## src/rtl/vector_reg_file_masked_pkg.sv

```systemverilog
// Shared shader register-file definitions: register map indices and FSM states.
package vector_reg_file_masked_pkg;

    typedef enum logic {
        ST_SCRUB = 1'b0,
        ST_READY = 1'b1
    } vrf_state_e;

    // Register map indices, all derived from the architectural register count.
    function automatic int unsigned REG_ZERO(input int unsigned reg_count);
        return (reg_count > 0) ? 0 : 0;
    endfunction

    function automatic int unsigned REG_BTN(input int unsigned reg_count);
        return reg_count - 4;
    endfunction

    function automatic int unsigned REG_LANE(input int unsigned reg_count);
        return reg_count - 3;
    endfunction

    function automatic int unsigned REG_Y(input int unsigned reg_count);
        return reg_count - 2;
    endfunction

    function automatic int unsigned REG_TIME(input int unsigned reg_count);
        return reg_count - 1;
    endfunction

    function automatic int unsigned REG_GP_LAST(input int unsigned reg_count);
        return reg_count - 5;
    endfunction

endpackage

```

## src/rtl/vector_reg_file_masked_read_port.sv

```systemverilog
// One registered read port: address decode, special-register mux and
// write-to-read bypass merge.
module vrf_read_port
    import vector_reg_file_masked_pkg::*;
#(
    parameter int unsigned DATA_WIDTH = 8,
    parameter int unsigned LANES      = 4,
    parameter int unsigned REG_COUNT  = 16,
    parameter int unsigned AW         = 4
) (
    input  logic                        clk,
    input  logic                        rst_n,
    input  logic [AW-1:0]               r_addr,
    input  logic [LANES*DATA_WIDTH-1:0] mem_data,
    input  logic                        wr_commit,
    input  logic [AW-1:0]               w_addr,
    input  logic [LANES-1:0]            w_mask,
    input  logic [LANES*DATA_WIDTH-1:0] w_data,
    input  logic [3:0]                  buttons,
    input  logic [DATA_WIDTH-1:0]       i_time,
    input  logic [DATA_WIDTH-1:0]       i_y,
    output logic [LANES*DATA_WIDTH-1:0] r_data
);

    localparam logic [AW-1:0] A_ZERO = AW'(REG_ZERO(REG_COUNT));
    localparam logic [AW-1:0] A_BTN  = AW'(REG_BTN(REG_COUNT));
    localparam logic [AW-1:0] A_LANE = AW'(REG_LANE(REG_COUNT));
    localparam logic [AW-1:0] A_Y    = AW'(REG_Y(REG_COUNT));
    localparam logic [AW-1:0] A_TIME = AW'(REG_TIME(REG_COUNT));

    logic [LANES*DATA_WIDTH-1:0] rd_next;
    logic                        hit;

    // Select the value to capture: special source, zero, or stored row merged with a same-edge write.
    always_comb begin
        rd_next = '0;
        hit     = wr_commit && (w_addr == r_addr);
        case (r_addr)
            A_ZERO: rd_next = '0;
            A_BTN: begin
                for (int unsigned k = 0; k < LANES; k++)
                    rd_next[k*DATA_WIDTH +: DATA_WIDTH] = DATA_WIDTH'(buttons);
            end
            A_LANE: begin
                for (int unsigned k = 0; k < LANES; k++)
                    rd_next[k*DATA_WIDTH +: DATA_WIDTH] = DATA_WIDTH'(k);
            end
            A_Y: begin
                for (int unsigned k = 0; k < LANES; k++)
                    rd_next[k*DATA_WIDTH +: DATA_WIDTH] = i_y;
            end
            A_TIME: begin
                for (int unsigned k = 0; k < LANES; k++)
                    rd_next[k*DATA_WIDTH +: DATA_WIDTH] = i_time;
            end
            default: begin
                for (int unsigned k = 0; k < LANES; k++)
                    rd_next[k*DATA_WIDTH +: DATA_WIDTH] = (hit && w_mask[k])
                        ? w_data[k*DATA_WIDTH +: DATA_WIDTH]
                        : mem_data[k*DATA_WIDTH +: DATA_WIDTH];
            end
        endcase
    end

    // Register the read result; reset forces zero.
    always_ff @(posedge clk) begin
        if (!rst_n)
            r_data <= '0;
        else
            r_data <= rd_next;
    end

endmodule

```

## src/rtl/vector_reg_file_masked.sv

```systemverilog
// 2-read/1-write vector register file with per-lane write mask, registered
// bypassing reads, special registers and a one-row-per-cycle scrub engine.
module vector_reg_file_masked
    import vector_reg_file_masked_pkg::*;
#(
    parameter int unsigned DATA_WIDTH = 8,
    parameter int unsigned LANES      = 4,
    parameter int unsigned REG_COUNT  = 16,
    localparam int unsigned AW        = $clog2(REG_COUNT)
) (
    input  logic                        clk,
    input  logic                        rst_n,
    input  logic                        we,
    input  logic [AW-1:0]               w_addr,
    input  logic [LANES-1:0]            w_mask,
    input  logic [LANES*DATA_WIDTH-1:0] w_data,
    input  logic [AW-1:0]               r_addr1,
    input  logic [AW-1:0]               r_addr2,
    input  logic                        i_clear,
    input  logic [3:0]                  buttons,
    input  logic [DATA_WIDTH-1:0]       i_time,
    input  logic [DATA_WIDTH-1:0]       i_y,
    output logic [LANES*DATA_WIDTH-1:0] r_data1,
    output logic [LANES*DATA_WIDTH-1:0] r_data2,
    output logic                        o_ready,
    output logic                        o_wr_err
);

    localparam logic [AW-1:0] GP_FIRST = AW'(1);
    localparam logic [AW-1:0] GP_LAST  = AW'(REG_GP_LAST(REG_COUNT));

    vrf_state_e                  state;
    logic [AW-1:0]               scrub_ptr;
    logic                        addr_general;
    logic                        commit;
    logic                        scrub_en;
    logic [LANES*DATA_WIDTH-1:0] mem [REG_COUNT];

    // Decide whether this cycle's write lands and whether the scrub engine owns the array.
    always_comb begin
        addr_general = (w_addr >= GP_FIRST) && (w_addr <= GP_LAST);
        commit       = rst_n && we && (state == ST_READY) && addr_general;
        scrub_en     = rst_n && (state == ST_SCRUB);
    end

    // Storage array: no reset, single write path shared by scrub and masked commits.
    always_ff @(posedge clk) begin
        if (scrub_en) begin
            mem[scrub_ptr] <= '0;
        end else if (commit) begin
            for (int unsigned k = 0; k < LANES; k++)
                if (w_mask[k])
                    mem[w_addr][k*DATA_WIDTH +: DATA_WIDTH] <= w_data[k*DATA_WIDTH +: DATA_WIDTH];
        end
    end

    // Scrub/ready state machine with registered ready and write-error outputs.
    always_ff @(posedge clk) begin
        if (!rst_n) begin
            state     <= ST_SCRUB;
            scrub_ptr <= GP_FIRST;
            o_ready   <= 1'b0;
            o_wr_err  <= 1'b0;
        end else begin
            o_wr_err <= we && !commit;
            case (state)
                ST_SCRUB: begin
                    if (scrub_ptr == GP_LAST) begin
                        state   <= ST_READY;
                        o_ready <= 1'b1;
                    end else begin
                        scrub_ptr <= scrub_ptr + AW'(1);
                    end
                end
                ST_READY: begin
                    if (i_clear) begin
                        state     <= ST_SCRUB;
                        scrub_ptr <= GP_FIRST;
                        o_ready   <= 1'b0;
                    end
                end
                default: begin
                    state     <= ST_SCRUB;
                    scrub_ptr <= GP_FIRST;
                    o_ready   <= 1'b0;
                end
            endcase
        end
    end

    vrf_read_port #(
        .DATA_WIDTH (DATA_WIDTH),
        .LANES      (LANES),
        .REG_COUNT  (REG_COUNT),
        .AW         (AW)
    ) u_port1 (
        .clk       (clk),
        .rst_n     (rst_n),
        .r_addr    (r_addr1),
        .mem_data  (mem[r_addr1]),
        .wr_commit (commit),
        .w_addr    (w_addr),
        .w_mask    (w_mask),
        .w_data    (w_data),
        .buttons   (buttons),
        .i_time    (i_time),
        .i_y       (i_y),
        .r_data    (r_data1)
    );

    vrf_read_port #(
        .DATA_WIDTH (DATA_WIDTH),
        .LANES      (LANES),
        .REG_COUNT  (REG_COUNT),
        .AW         (AW)
    ) u_port2 (
        .clk       (clk),
        .rst_n     (rst_n),
        .r_addr    (r_addr2),
        .mem_data  (mem[r_addr2]),
        .wr_commit (commit),
        .w_addr    (w_addr),
        .w_mask    (w_mask),
        .w_data    (w_data),
        .buttons   (buttons),
        .i_time    (i_time),
        .i_y       (i_y),
        .r_data    (r_data2)
    );

endmodule

```

## config.mk

```make
export PLATFORM = sky130hd
export DESIGN_NAME = vector_reg_file_masked
export DESIGN_NICKNAME = d
export VERILOG_FILES = /design/src/rtl/vector_reg_file_masked_pkg.sv /design/src/rtl/vector_reg_file_masked_read_port.sv /design/src/rtl/vector_reg_file_masked.sv
export SDC_FILE = /design/constraint.sdc
export NUM_CORES = 1
export LEC_CHECK = 0
export CAP_MARGIN = 0
export CORE_ASPECT_RATIO = 1.4
export CORE_MARGIN = 3
export CORE_UTILIZATION = 31
export CTS_CLUSTER_SIZE = 28
export DETAILED_ROUTE_END_ITERATION = 10
export PLACE_DENSITY_LB_ADDON = 0.08
export SLEW_MARGIN = 40
export SYNTH_ARGS = -nofsm -noshare
export SYNTH_HDL_FRONTEND = slang
export SYNTH_HIERARCHICAL = 1
export SYNTH_SLANG_ARGS = --single-unit
export TNS_END_PERCENT = 10
```

## constraint.sdc

```tcl
create_clock -name clk -period 5.6 [get_ports clk]
set_input_delay 1.12 -clock clk [delete_from_list [all_inputs] [get_ports clk]]
set_output_delay 1.12 -clock clk [all_outputs]
set_load 0.03 [all_outputs]
```

==> impl_metrics.py <==
metrics = {
    "outcome": {
        "outcome": "finished clean",
    },
    "cts": {
        "cts_buffer_depth": 3,
        "clk_pin_slew_worst_paths_ns": 0.07,
        "clockRootBuffer": "clkbuf_16",
        "cts_inserted_buffers": 60,
        "cts_tree": "yes",
        "clock_latency_ns": 0.65,
        "clkSinkCount": 583,
        "cts_resized": 0,
        "htreeDepth": 2,
        "postCtsSetupBuffers": 0,
        "hold_buffers": 0,
    },
    "placement": {
        "gp_congestion": 0.8057,
        "dpl.hpwl_mm": 65.20,
        "place_ws_ns": 1.274,
        "io_buffer_count": 137,
    },
    "power": {
        "combPwrFrac_pct": 8.9,
        "powerDensity_nw_per_um2": 298.7,
        "pwr-share-seq_pct": 49.2,
        "p_clk_share_pct": 41.9,
        "internal_power_mw": 7.377,
        "ir_drop_uv": 245.3,
        "p_leak_nw": 11.30,
        "switching_share_pct": 24.16,
        "net-switching-power_mw": 2.351,
        "finalPower_mw": 9.728,
    },
    "logic_synthesis": {
        "synth_edf_count": 512,
        "syn_area_sq_um": 27370,
        "yosysWarnings": 6,
        "synth_cell_type_count": 41,
        "netlist_instances": 1647,
        "yosys-top-cells-count": "edfxtp_1 (512), mux4_2 (256), nand2_1 (148), a22oi_1 (128), dfxtp_1 (71)",
        "ys_ff_latch": 583,
        "synth_area_leaders": "edfxtp_1 (56%), mux4_2 (21%), dfxtp_1 (5.2%)",
        "synth.avg_cell_area_sq_um": 16.62,
        "ys_seq_area_share_pct": 61.36,
        "yosysMostFrequentCell": "edfxtp_1",
        "synth_nets": 1720,
        "yosysTopAreaCell": "edfxtp_1",
        "synth.top_cell.area_share_pct": 56.17,
        "synthFlopType": "edfxtp_1",
        "async_flop_share_pct": 0,
    },
    "cells_and_area": {
        "multi_input_area_sq_um": 10020,
        "areaGrowthSynthToFinish_pct": 18.97,
        "drive_above_1_share_pct": 27.90,
        "n_fill_cell": 8144,
        "seq_area_sq_um": 16800,
        "layout.nets": 1869,
    },
    "setup_path": {
        "critPathMaxStageDelay_ns": 0.62,
        "worstSetupStartpointType": "input port",
        "crit_end": "mem[12][27]",
        "r2r-start": "state",
        "cp-end-kind": "flip-flop",
        "reg2regPathDepth": 6,
        "critPathRequiredTime_ns": 5.96,
        "critical-path-slowest-cell": "clkdlybuf4s50_1",
        "timing_worst_setup_path_type": "input port to flip-flop",
        "crit_arrival_ns": 3.96,
        "worst_r2r_endpoint": "u_port1/r_data[8]",
        "cp_cell_sequence": "clkdlybuf4s50_1 > nor4_4 > nor4_4 > buf_4 > buf_4 > nand3b_4 > nor4_4 > buf_4",
        "worst-path-buf-inv": 4,
        "critical_path_depth": 8,
        "worstPathMaxFanout": 16,
        "crit_family": "simple AND/OR/NAND/NOR gates",
        "critPathLaunch": "w_addr[3]",
        "ff2ff_setup_slack_ns": 2.53,
    },
    "route": {
        "drt_pass1_iterations": 5,
        "ant_nets": 0,
        "vias_per_cell": 5.646,
        "drc": 0,
        "vias": 17040,
        "wl_per_cell_microns": 33.59,
        "first_iter_violations": 1482,
        "wl_mm": 101.3,
    },
    "timing": {
        "rsz0062_at_grt": "false",
        "slew_headroom_pct": 40.86,
        "timing.final.setup_violations": 0,
        "tightest_slew_ns": 0.8624,
        "drv_slew": 0,
        "finalSetupTns_ns": 0,
        "finalClockSkew_ns": 0.02895,
        "fin_crit_ns": 3.606,
        "worst_slack_ns": 1.994,
        "period_share_pct": 64.39,
        "clock.fmax_mhz": 277.3,
        "hold_violations": 0,
    },
    "global_routing": {
        "grt_pass1_vias": 18010,
        "grt_pass1_wl_mm": 141.0,
        "use_met2_pct": 38.64,
        "gr-usage-met1_pct": 27.87,
        "grt.busiest_layer": "met2",
        "overflow": 0,
        "antenna_found_initial": 1,
        "grt.total_usage_pct": 21.90,
        "groute.layer.met3.usage_pct": 3.828,
        "grt_start_max_net_pins": 94,
    },
    "die": {
        "row_count": 128,
        "initial_core_util_pct": 31.36,
        "core_area_sq_um": 87280,
        "die-width_microns": 257.1,
        "die_y_microns": 357.6,
        "die-area_sq_um": 91950,
        "io_pins": 138,
    },
    "run": {
        "maxCapViolCount": 0,
    },
    "min_path": {
        "hp-start": "o_ready",
        "hp-class": "flip-flop to flip-flop",
    },
}
## cell usage in the layout (no fill, tap or decap), types with 8 or more instances in the layout
cell type	synthesis	layout
clkbuf_16	0	65
nand4_1	64	64
nand2b_1	13	13
and2_1	52	50
clkbuf_8	0	8
o211ai_1	69	69
nor2_2	0	20
a22oi_1	128	128
clkdlybuf4s50_1	0	133
mux2i_1	19	19
dfxtp_1	71	71
edfxtp_1	512	512
nor2_1	61	39
clkbuf_1	68	14
buf_4	7	80
mux2_2	8	8
nand3_1	16	13
mux4_2	256	256
o21ai_0	11	11
clkinv_2	0	14
nor3_1	26	22
xor2_1	8	8
nand2_1	148	148
## per-stage QoR
stage,hold WS [ns],std cells,utilization (%),cell area [sq um]
2_1_floorplan,0.6573,1647,-,27370
3_3_place_gp,0.7243,2893,34.73,30320
3_5_place_dp,0.7207,2902,34.98,30530
4_1_cts,0.7342,3014,37.27,32530
5_1_grt,0.7478,3016,37.31,32560
6_report,0.7219,3017,37.31,32560
## flip-flops by register name, summed over array words and instances (netlist names)
register	cells
o_ready	1
o_wr_err	1
mem	512
state	1
u_port2/r_data	32
u_port1/r_data	32
scrub_ptr	4
## worst reg2reg max path: stages (launching register included)
cell      delay, ns
dfxtp_1        0.61
a21bo_2        0.32
nor3_4         0.49
and2_1         0.39
buf_4          0.29
and2_1         0.49
o211ai_1       0.29
## worst min-delay path by stage
stage | endpoint | slack (ns) | cells after the start
floorplan | scrub_ptr[1] | 0.66 | 3
global placement | scrub_ptr[3] | 0.72 | 2
detailed placement | scrub_ptr[3] | 0.72 | 2
CTS | o_ready | 0.73 | 3
global route | o_ready | 0.75 | 3
finish | o_ready | 0.72 | 3
## layer usage
layer,vias up,part of all wire [%]
met4,0,2.4
met2,613,52
met3,123,5.4
met5,-,0
li1,7112,-
met1,9187,41
## cell families after synthesis
family / synth area share [%]
buffers and inverters: 2.788
adders and majority gates: 0.04570
muxes: 22.09
AOI/OAI and AO/OA: 5.938
DFF: 61.36
and+or+nand+nor: 7.524
xor gates and xnor gates: 0.2560
## power groups by stage
stage | sequential [mW] | combinational [mW] | clock, mW
floorplan | 4.90 | 0.433 | 0
global placement | 4.88 | 0.857 | 0
detailed placement | 4.88 | 0.870 | 0
CTS | 4.78 | 0.873 | 4.17
global route | 4.79 | 0.907 | 4.32
finish | 4.78 | 0.867 | 4.08
## final cells by class
class / count / share of cell area [%]
flip-flops and latches: 583 / 51.58
multi-input cells: 916 / 30.78
repair buffers: 234 / 6.997
clock buffers: 87 / 5.495
well taps: 1170 / 4.495
clock inverters: 25 / 0.6301
inverters: 1 / 0.01153
diodes: 1 / 0.007685
(Power assumes the default switching activity.)
